==> src/rtl/spi_txn_sequencer.sv <==
// spi_txn_sequencer: SPI transaction controller.
// Deserialises the PICO stream (LSB first) into a command byte
// {write, addr[6:0]}, then sequences either a burst read or a burst write.
//
// Ports:
//   sclk           SPI clock, all logic on posedge
//   rst            asynchronous active-high reset
//   csb            chip select, active-low
//   pico           serial data in, LSB first
//   control_signal readout mux select / current register address
//   msg_flag       one-cycle strobe to load the POCI output shift register
//   wr_data        assembled write byte
//   wr_en          one-hot write strobe, bit k writes address k+1
//   busy           high whenever the sequencer is not idle
//   addr_err       sticky error flag for the current transaction
module spi_txn_sequencer #(
  parameter int NUM_REGS = 59,
  parameter int NUM_RW   = 3
) (
  input  logic              sclk,
  input  logic              rst,
  input  logic              csb,
  input  logic              pico,
  output logic [7:0]        control_signal,
  output logic              msg_flag,
  output logic [7:0]        wr_data,
  output logic [NUM_RW-1:0] wr_en,
  output logic              busy,
  output logic              addr_err
);

  localparam logic [7:0] NUM_REGS_B = 8'(NUM_REGS);
  localparam logic [7:0] NUM_RW_B   = 8'(NUM_RW);

  typedef enum logic [2:0] {
    IDLE,
    CMD,
    RD,
    WR,
    DISCARD
  } state_e;

  state_e            state_q;
  logic [2:0]        bit_cnt_q;
  logic [7:0]        shift_q;
  logic [7:0]        ctrl_q;
  logic [7:0]        wr_data_q;
  logic              msg_q;
  logic              err_q;
  logic              busy_q;
  logic [NUM_RW-1:0] wr_en_q;

  logic [7:0]        byte_d;
  logic [6:0]        addr_d;
  logic              is_wr_d;
  logic              rd_ok_d;
  logic              wr_ok_d;
  logic [NUM_RW-1:0] wr_en_d;
  logic [7:0]        rd_next_d;
  logic [7:0]        wr_next_d;

  // Byte completed by the current edge: the incoming bit lands in the MSB.
  always_comb begin
    byte_d    = {pico, shift_q[7:1]};
    is_wr_d   = byte_d[7];
    addr_d    = byte_d[6:0];
    rd_ok_d   = !is_wr_d && (addr_d != 7'd0) && ({1'b0, addr_d} <= NUM_REGS_B);
    wr_ok_d   = is_wr_d && (addr_d != 7'd0) && ({1'b0, addr_d} <= NUM_RW_B);
    rd_next_d = (ctrl_q == NUM_REGS_B) ? 8'd1 : ctrl_q + 8'd1;
    wr_next_d = (ctrl_q == NUM_RW_B) ? 8'd1 : ctrl_q + 8'd1;
    wr_en_d   = '0;
    for (int unsigned k = 0; k < NUM_RW; k++) begin
      wr_en_d[k] = (ctrl_q == 8'(k + 1));
    end
  end

  always_ff @(posedge sclk or posedge rst) begin
    if (rst) begin
      state_q   <= IDLE;
      bit_cnt_q <= '0;
      shift_q   <= '0;
      ctrl_q    <= '0;
      wr_data_q <= '0;
      msg_q     <= 1'b0;
      err_q     <= 1'b0;
      busy_q    <= 1'b0;
      wr_en_q   <= '0;
    end else begin
      // Strobes default low so each pulse lasts exactly one cycle.
      msg_q   <= 1'b0;
      wr_en_q <= '0;
      if (csb) begin
        state_q   <= IDLE;
        bit_cnt_q <= '0;
        busy_q    <= 1'b0;
      end else begin
        unique case (state_q)
          IDLE: begin
            state_q   <= CMD;
            bit_cnt_q <= 3'd1;
            busy_q    <= 1'b1;
            shift_q   <= byte_d;
          end
          CMD: begin
            shift_q   <= byte_d;
            bit_cnt_q <= bit_cnt_q + 3'd1;
            if (bit_cnt_q == 3'd7) begin
              err_q <= 1'b0;
              if (rd_ok_d) begin
                ctrl_q  <= {1'b0, addr_d};
                msg_q   <= 1'b1;
                state_q <= RD;
              end else if (wr_ok_d) begin
                ctrl_q  <= {1'b0, addr_d};
                state_q <= WR;
              end else begin
                err_q   <= 1'b1;
                ctrl_q  <= '0;
                state_q <= DISCARD;
              end
            end
          end
          RD: begin
            bit_cnt_q <= bit_cnt_q + 3'd1;
            if (bit_cnt_q == 3'd7) begin
              ctrl_q <= rd_next_d;
              msg_q  <= 1'b1;
            end
          end
          WR: begin
            shift_q   <= byte_d;
            bit_cnt_q <= bit_cnt_q + 3'd1;
            if (bit_cnt_q == 3'd7) begin
              wr_data_q <= byte_d;
              wr_en_q   <= wr_en_d;
              ctrl_q    <= wr_next_d;
            end
          end
          DISCARD: begin
          end
          default: begin
            state_q <= IDLE;
          end
        endcase
      end
    end
  end

  assign control_signal = ctrl_q;
  assign msg_flag       = msg_q;
  assign wr_data        = wr_data_q;
  assign wr_en          = wr_en_q;
  assign busy           = busy_q;
  assign addr_err       = err_q;

endmodule

==> config.mk <==
export PLATFORM = sky130hd
export DESIGN_NAME = spi_txn_sequencer
export DESIGN_NICKNAME = d
export VERILOG_FILES = /design/src/rtl/spi_txn_sequencer.sv
export SDC_FILE = /design/constraint.sdc
export NUM_CORES = 1
export LEC_CHECK = 0
export ABC_AREA = 1
export ABC_CLOCK_PERIOD_IN_PS = 5000
export CORE_MARGIN = 4
export CORE_UTILIZATION = 58
export CTS_BUF_LIST = sky130_fd_sc_hd__clkbuf_16
export DETAILED_ROUTE_END_ITERATION = 10
export HOLD_SLACK_MARGIN = 0.06
export PLACE_DENSITY = 0.88
export SYNTH_ARGS = -nofsm -noshare
export SYNTH_HDL_FRONTEND = slang
export SYNTH_SLANG_ARGS = --single-unit
export TNS_END_PERCENT = 100
==> constraint.sdc <==
create_clock -name sclk -period 5 [get_ports sclk]
set_clock_uncertainty 0.2 [all_clocks]
set_input_delay 1 -clock sclk [delete_from_list [all_inputs] [get_ports sclk]]
set_output_delay 1 -clock sclk [all_outputs]
set_load 0.05 [all_outputs]
Yosys cells after proc, flatten, opt, wreduce, memory -nomap -nowiden
Index checks and enable logic that the tools add are counted.
{"block": "totals", "regBits": 36, "output_inout_bits": 22, "wordCells": 73}
{"block": "classes", "add_sub_neg": 2, "magnitude_cmp": 2, "n_eq_ne": 14, "n_mux": 27, "bitwise": 1, "reduce_logical": 18}
{"op": "8-bit two-way mux", "count": 5}
{"op": "3-bit two-way mux", "count": 8}
{"op": "8-bit one-hot mux with 3 select lines", "count": 1}
{"op": "8-bit by 2-bit equality test with 1-bit output (second input constant)", "count": 2}
{"op": "7-bit two-way mux", "count": 2}
{"op": "3-bit one-hot mux with 3 select lines", "count": 1}
{"op": "3-bit OR reduction", "count": 3}
{"op": "8-bit by 1-bit adder with 8-bit output (second input constant)", "count": 1}
{"op": "8-bit by 1-bit equality test with 1-bit output (second input constant)", "count": 1}
{"op": "8-bit by 6-bit equality test with 1-bit output (second input constant)", "count": 1}
{"op": "1-bit two-way mux", "count": 8}
{"op": "7-bit by 2-bit <= comparator with 1-bit output (second input constant)", "count": 1}
{"op": "7-bit by 6-bit <= comparator with 1-bit output (second input constant)", "count": 1}
{"op": "7-bit nonzero test", "count": 1}
{"op": "3-bit by 2-bit equality test with 1-bit output (second input constant)", "count": 2}
{"op": "3-bit equality test (second input constant)", "count": 2}
{"op": "2-bit inequality test (second input constant)", "count": 3}
{"op": "3-bit one-hot mux with 2 select lines", "count": 1}
{"op": "3-bit AND reduction", "count": 2}
{"op": "3-bit nonzero test", "count": 2}
{"op": "5-bit AND reduction", "count": 1}
{"op": "1-bit logical AND", "count": 4}
{"op": "2-bit AND reduction", "count": 2}
{"op": "3-bit by 1-bit adder with 3-bit output (second input constant)", "count": 1}
{"op": "8 further kinds", "count": 8}

Longest topological paths before layout
{"block": "logic_depth", "depth_word": 8, "depth_mapped": 11}

Worst setup path before layout
Ideal clock, no wire load.
{"block": "synth_timing", "kind": "input to register", "startpoint": "in csb", "endpoint": "reg err_q, in the netlist addr_err", "setup_ns": 0.119, "arrival_time_ns": 1.658, "required_ns": 4.681, "slack_ns": 3.022, "stages": 7, "path_cell_list": "inv_2 nand2_1 inv_1 nand3_1 inv_1 nand2_1 o21a_1"}
{"block": "synth_between", "elab_chain_cells": 2}
{"item": "from (decl)", "line": "22", "rtl": "input logic csb,"}
{"item": "1-bit NOT (no source line)"}
{"item": "3-bit AND reduction (no source line)"}
{"item": "to (signal assigned)", "line": "85", "rtl": "err_q <= 1'b0;"}
{"item": "to (signal assigned)", "line": "108", "rtl": "err_q <= 1'b0;"}
{"item": "to (signal assigned)", "line": "117", "rtl": "err_q <= 1'b1;"}
{"item": "to (decl)", "line": "49", "rtl": "logic err_q;"}
No other way between the ends.
A chain may end at the register's enable or synchronous reset.

Worst setup path in the final report
{"block": "layout_timing", "startpoint": "reg ctrl_q[2], in the netlist control_signal[2]", "endpoint": "out control_signal[2]"}
{"item": "from (decl)", "line": "46", "rtl": "logic [7:0] ctrl_q;"}
{"item": "from (signal assigned)", "line": "110", "rtl": "ctrl_q <= {1'b0, addr_d};"}
{"item": "from (signal assigned)", "line": "114", "rtl": "ctrl_q <= {1'b0, addr_d};"}
{"item": "from (signal assigned)", "line": "126", "rtl": "ctrl_q <= rd_next_d;"}
{"item": "to (decl)", "line": "24", "rtl": "output logic [7:0] control_signal,"}
No word-level cell between the ends.

==> results.txt <==
- Result of the run: finished clean
- The worst setup path is of the register to output port kind.
- Number of buffers added on ports: 25
- The number of setup buffers added after CTS is 0.
- Final Critical Period: 2880 ps
- In this run the number of H-tree levels came out at 2.
- Register bit count reported by yosys: 35
- Net switching power of the design: 0.174 mW
* Clock input transition at the sequential cells of the worst setup and hold paths: 60 ps
* Worst path arrival time: 1680 ps
- Synth warnings: 0
- Net count of the mapped netlist: 247
* Part of the power in registers: 46.0%
- The initialized floorplan defines 20 standard-cell rows.
- The hold violation total from the final report is 0.
- Origin of the worst min-delay path: wr_data[2]
- In this run the register-to-register setup slack is 3160 ps.
- Sequential cell area in the final layout: 876 um2
- Maximum fanout along the worst path: 9
- Using the TritonRoute via totals, the vias-per-cell ratio works out to 5.19.
- Largest buffer count on any clock path: 2
- Top Ports: 26
- Summed over all layers, the global routing overflow is 0.
* Layout filler cell count: 232
- The worst hold path terminates at wr_data[2].
* Cell leakage power: 1.08 nW
* Pin count of the biggest net entering global routing: 36
* Post-detailed-routing wire length: 3930 um
* Initial antenna violation count: 0
- The clock network is responsible for 44.3% of the overall power.
- Setup-violating endpoint count in the final report: 0
* Unique masters post-synth: 24
- Endpoint of the lowest-slack register-to-register path: control_signal[5]
- The pre-antenna-repair detailed-routing pass consisted of 4 iterations.
- The internal power of the cells totals 0.499 mW.
- Root Driver: sky130_fd_sc_hd__clkbuf_16
* Maximum achievable frequency: 347 MHz
* Initial core utilization: 60.4%
* Area occupied by multi-input gates: 818 um2
- Sink Count: 35
* TritonCTS buffer count: 5
* Hpwl dp: 2750 um
- Critical-path cell with the highest stage delay: sky130_fd_sc_hd__clkdlybuf4s50_1
- In this run the cell area of the synthesized design comes to 1840 um2.
* Total power of the final layout: 0.673 mW
- Final clock period utilization by the worst path: 57.7%
- Final ANT Viol Nets: 0
* Setup ws final: 2120 ps
- In this run, post-CTS repair resized a total of 0 instances.
* Detailed-route DRC error count: 0
* Final Wtd Congestion: 0.914
* RSZ-0062 raised after global routing: no
* Slowest stage delay, CP: 870 ps
* Share of cells above drive strength 1: 5.97%
* Crit path max-delay family: buffers and inverters
- Most common cell after layout, fill and taps aside: sky130_fd_sc_hd__nand2_1
- Core Footprint: 3050 um2
- Die area: 4150 um2
- The die is 64.4 um wide.
- TritonCTS built the clock tree.
* Number of global-route vias before repair: 1491
- Before CTS, the worst setup slack after placement is 2380 ps.
* Logic gate share of total power: 9.7%
- For the pin with the worst max-slew slack, the measured transition is 831 ps.
* Overall Global Routing Usage: 21.7%
- Number of hold-repair buffers added at the cts stage: 0
- Cells after synthesis: 238
- Worst supply voltage drop on vdd: 0.271 mV
- Die Height: 64.4 um
- The worst hold path was traced through 2 stages.
- From synthesis to final layout, the design area changed by 22.8%.
- After synthesis, the mean cell area works out to 7.75 um2.
- Most used cells in the layout excluding fill and tap cells: 66 x sky130_fd_sc_hd__nand2_1, 35 x sky130_fd_sc_hd__dfrtp_1, 31 x sky130_fd_sc_hd__nor2_1
- After detailed routing, the average wire length per cell comes to 12.6 um.
* Switch share: 25.8%
- The tightest min-delay check is of the register to register type.
- Headroom to the max-slew limit came out at 44.3%.
- The final layout contains 276 nets.
- P per Cell Area: 297 nW/um2
- After the first detailed-routing iteration, the DRC count stood at 128.
* Combined buffer and inverter count along the critical path: 1
- Total inserted antenna cells: 0
- The clock reaches the later pin of the worst-skew pair after 280 ps.
- For this run, the register share of the synthesized area comes to 47.5%.
- Element type at the critical path end: output port
- Traced cell by cell, the critical path runs through clkdlybuf4s50_1.
- Wire length of the first global-routing pass: 6780 um
- Worst-case reg-to-reg path depth: 10
* Element type at the critical path start: register
- Across the run, the number of max-cap violations was 0.
- Setup total negative slack: 0 ps
* Max Transition Viols Final: 0
- Crit path required time: 3800 ps
* Count of vias placed by the detailed router: 1620
- The startpoint identified for the worst register-to-register timing path is control_signal[0].
[logic make-up after synthesis]
logic type	share of synthesized area, %
AND/OR/NAND/NOR	31.9
flip-flops	47.5
AO/OA/AOI/OAI	8.14
XOR/XNOR	0.950
buffers and inverters	8.14
adder cells (fa/ha/maj)	3.39
[synthesized netlist by cell type (all sizes together)]
library cell  count  area, um2
nand2            69        277
dfrtp            35        876
nor2             33        139
inv              30        113
nand3            20        100
o21ai            20        100
nor3              6       30.0
ha                5       62.6
nand4             4       25.0
a21oi             3       15.0
buf               3       23.8
nor4b             2       17.5
o211ai            2       15.0
o22ai             2       12.5
xor2              2       17.5
clkbuf            1       13.8
o21a              1       7.51
[registers in the layout, summed over array words and instances, names as in the netlist]
register / count
control_signal: 8
wr_data: 8
shift_q: 7
bit_cnt_q: 3
state_q: 3
wr_en: 3
addr_err: 1
busy: 1
msg_flag: 1
[per-layer routing]
| metal | track usage (%) | vias up | share of wire (%) |
|---|---|---|---|
| li1 | - | 817 | - |
| met5 | 0 | - | 0 |
| met2 | 35.7 | 41 | 48 |
| met3 | 5.80 | 4 | 4.6 |
| met4 | 8.97 | 0 | 1.6 |
| met1 | 26.8 | 758 | 46 |
[through the flow]
stage | instance area, um2 | utilization, % | std cells | hold WS [ps]
after floorplan | 1840 | - | 238 | 275
after global placement | 2120 | 69.4 | 304 | 267
after detailed placement | 2120 | 69.4 | 304 | 278
after CTS | 2260 | 74.2 | 312 | 288
after global routing | 2260 | 74.2 | 312 | 319
final | 2260 | 74.2 | 312 | 287
[area by class of cell]
type,count,share of cell area [%]
multi-input cells,169,36.1
clock buffers,5,5.52
clock inverters,3,0.884
inverters,30,4.97
repair buffers,26,11.4
well taps,44,2.43
flip-flops and latches,35,38.7
[power groups by stage]
stage,Combinational [mW],Clock [mW],Sequential [mW]
final,0.0655,0.298,0.309
after detailed placement,0.0643,0,0.313
after CTS,0.0655,0.302,0.309
after floorplan,0.0436,0,0.314
after global routing,0.0742,0.318,0.312
after global placement,0.0630,0,0.312
[how the worst max path moves through the flow]
stage	from	end	slack, ps	cells past startpoint
after floorplan	rst	addr_err	3020	1
after global placement	csb	control_signal[4]	2420	7
after detailed placement	csb	control_signal[2]	2380	7
after CTS	control_signal[2]	control_signal[2]	2130	1
after global routing	control_signal[2]	control_signal[2]	2090	1
final	control_signal[2]	control_signal[2]	2120	1
Power figures use the tool's default switching activity.
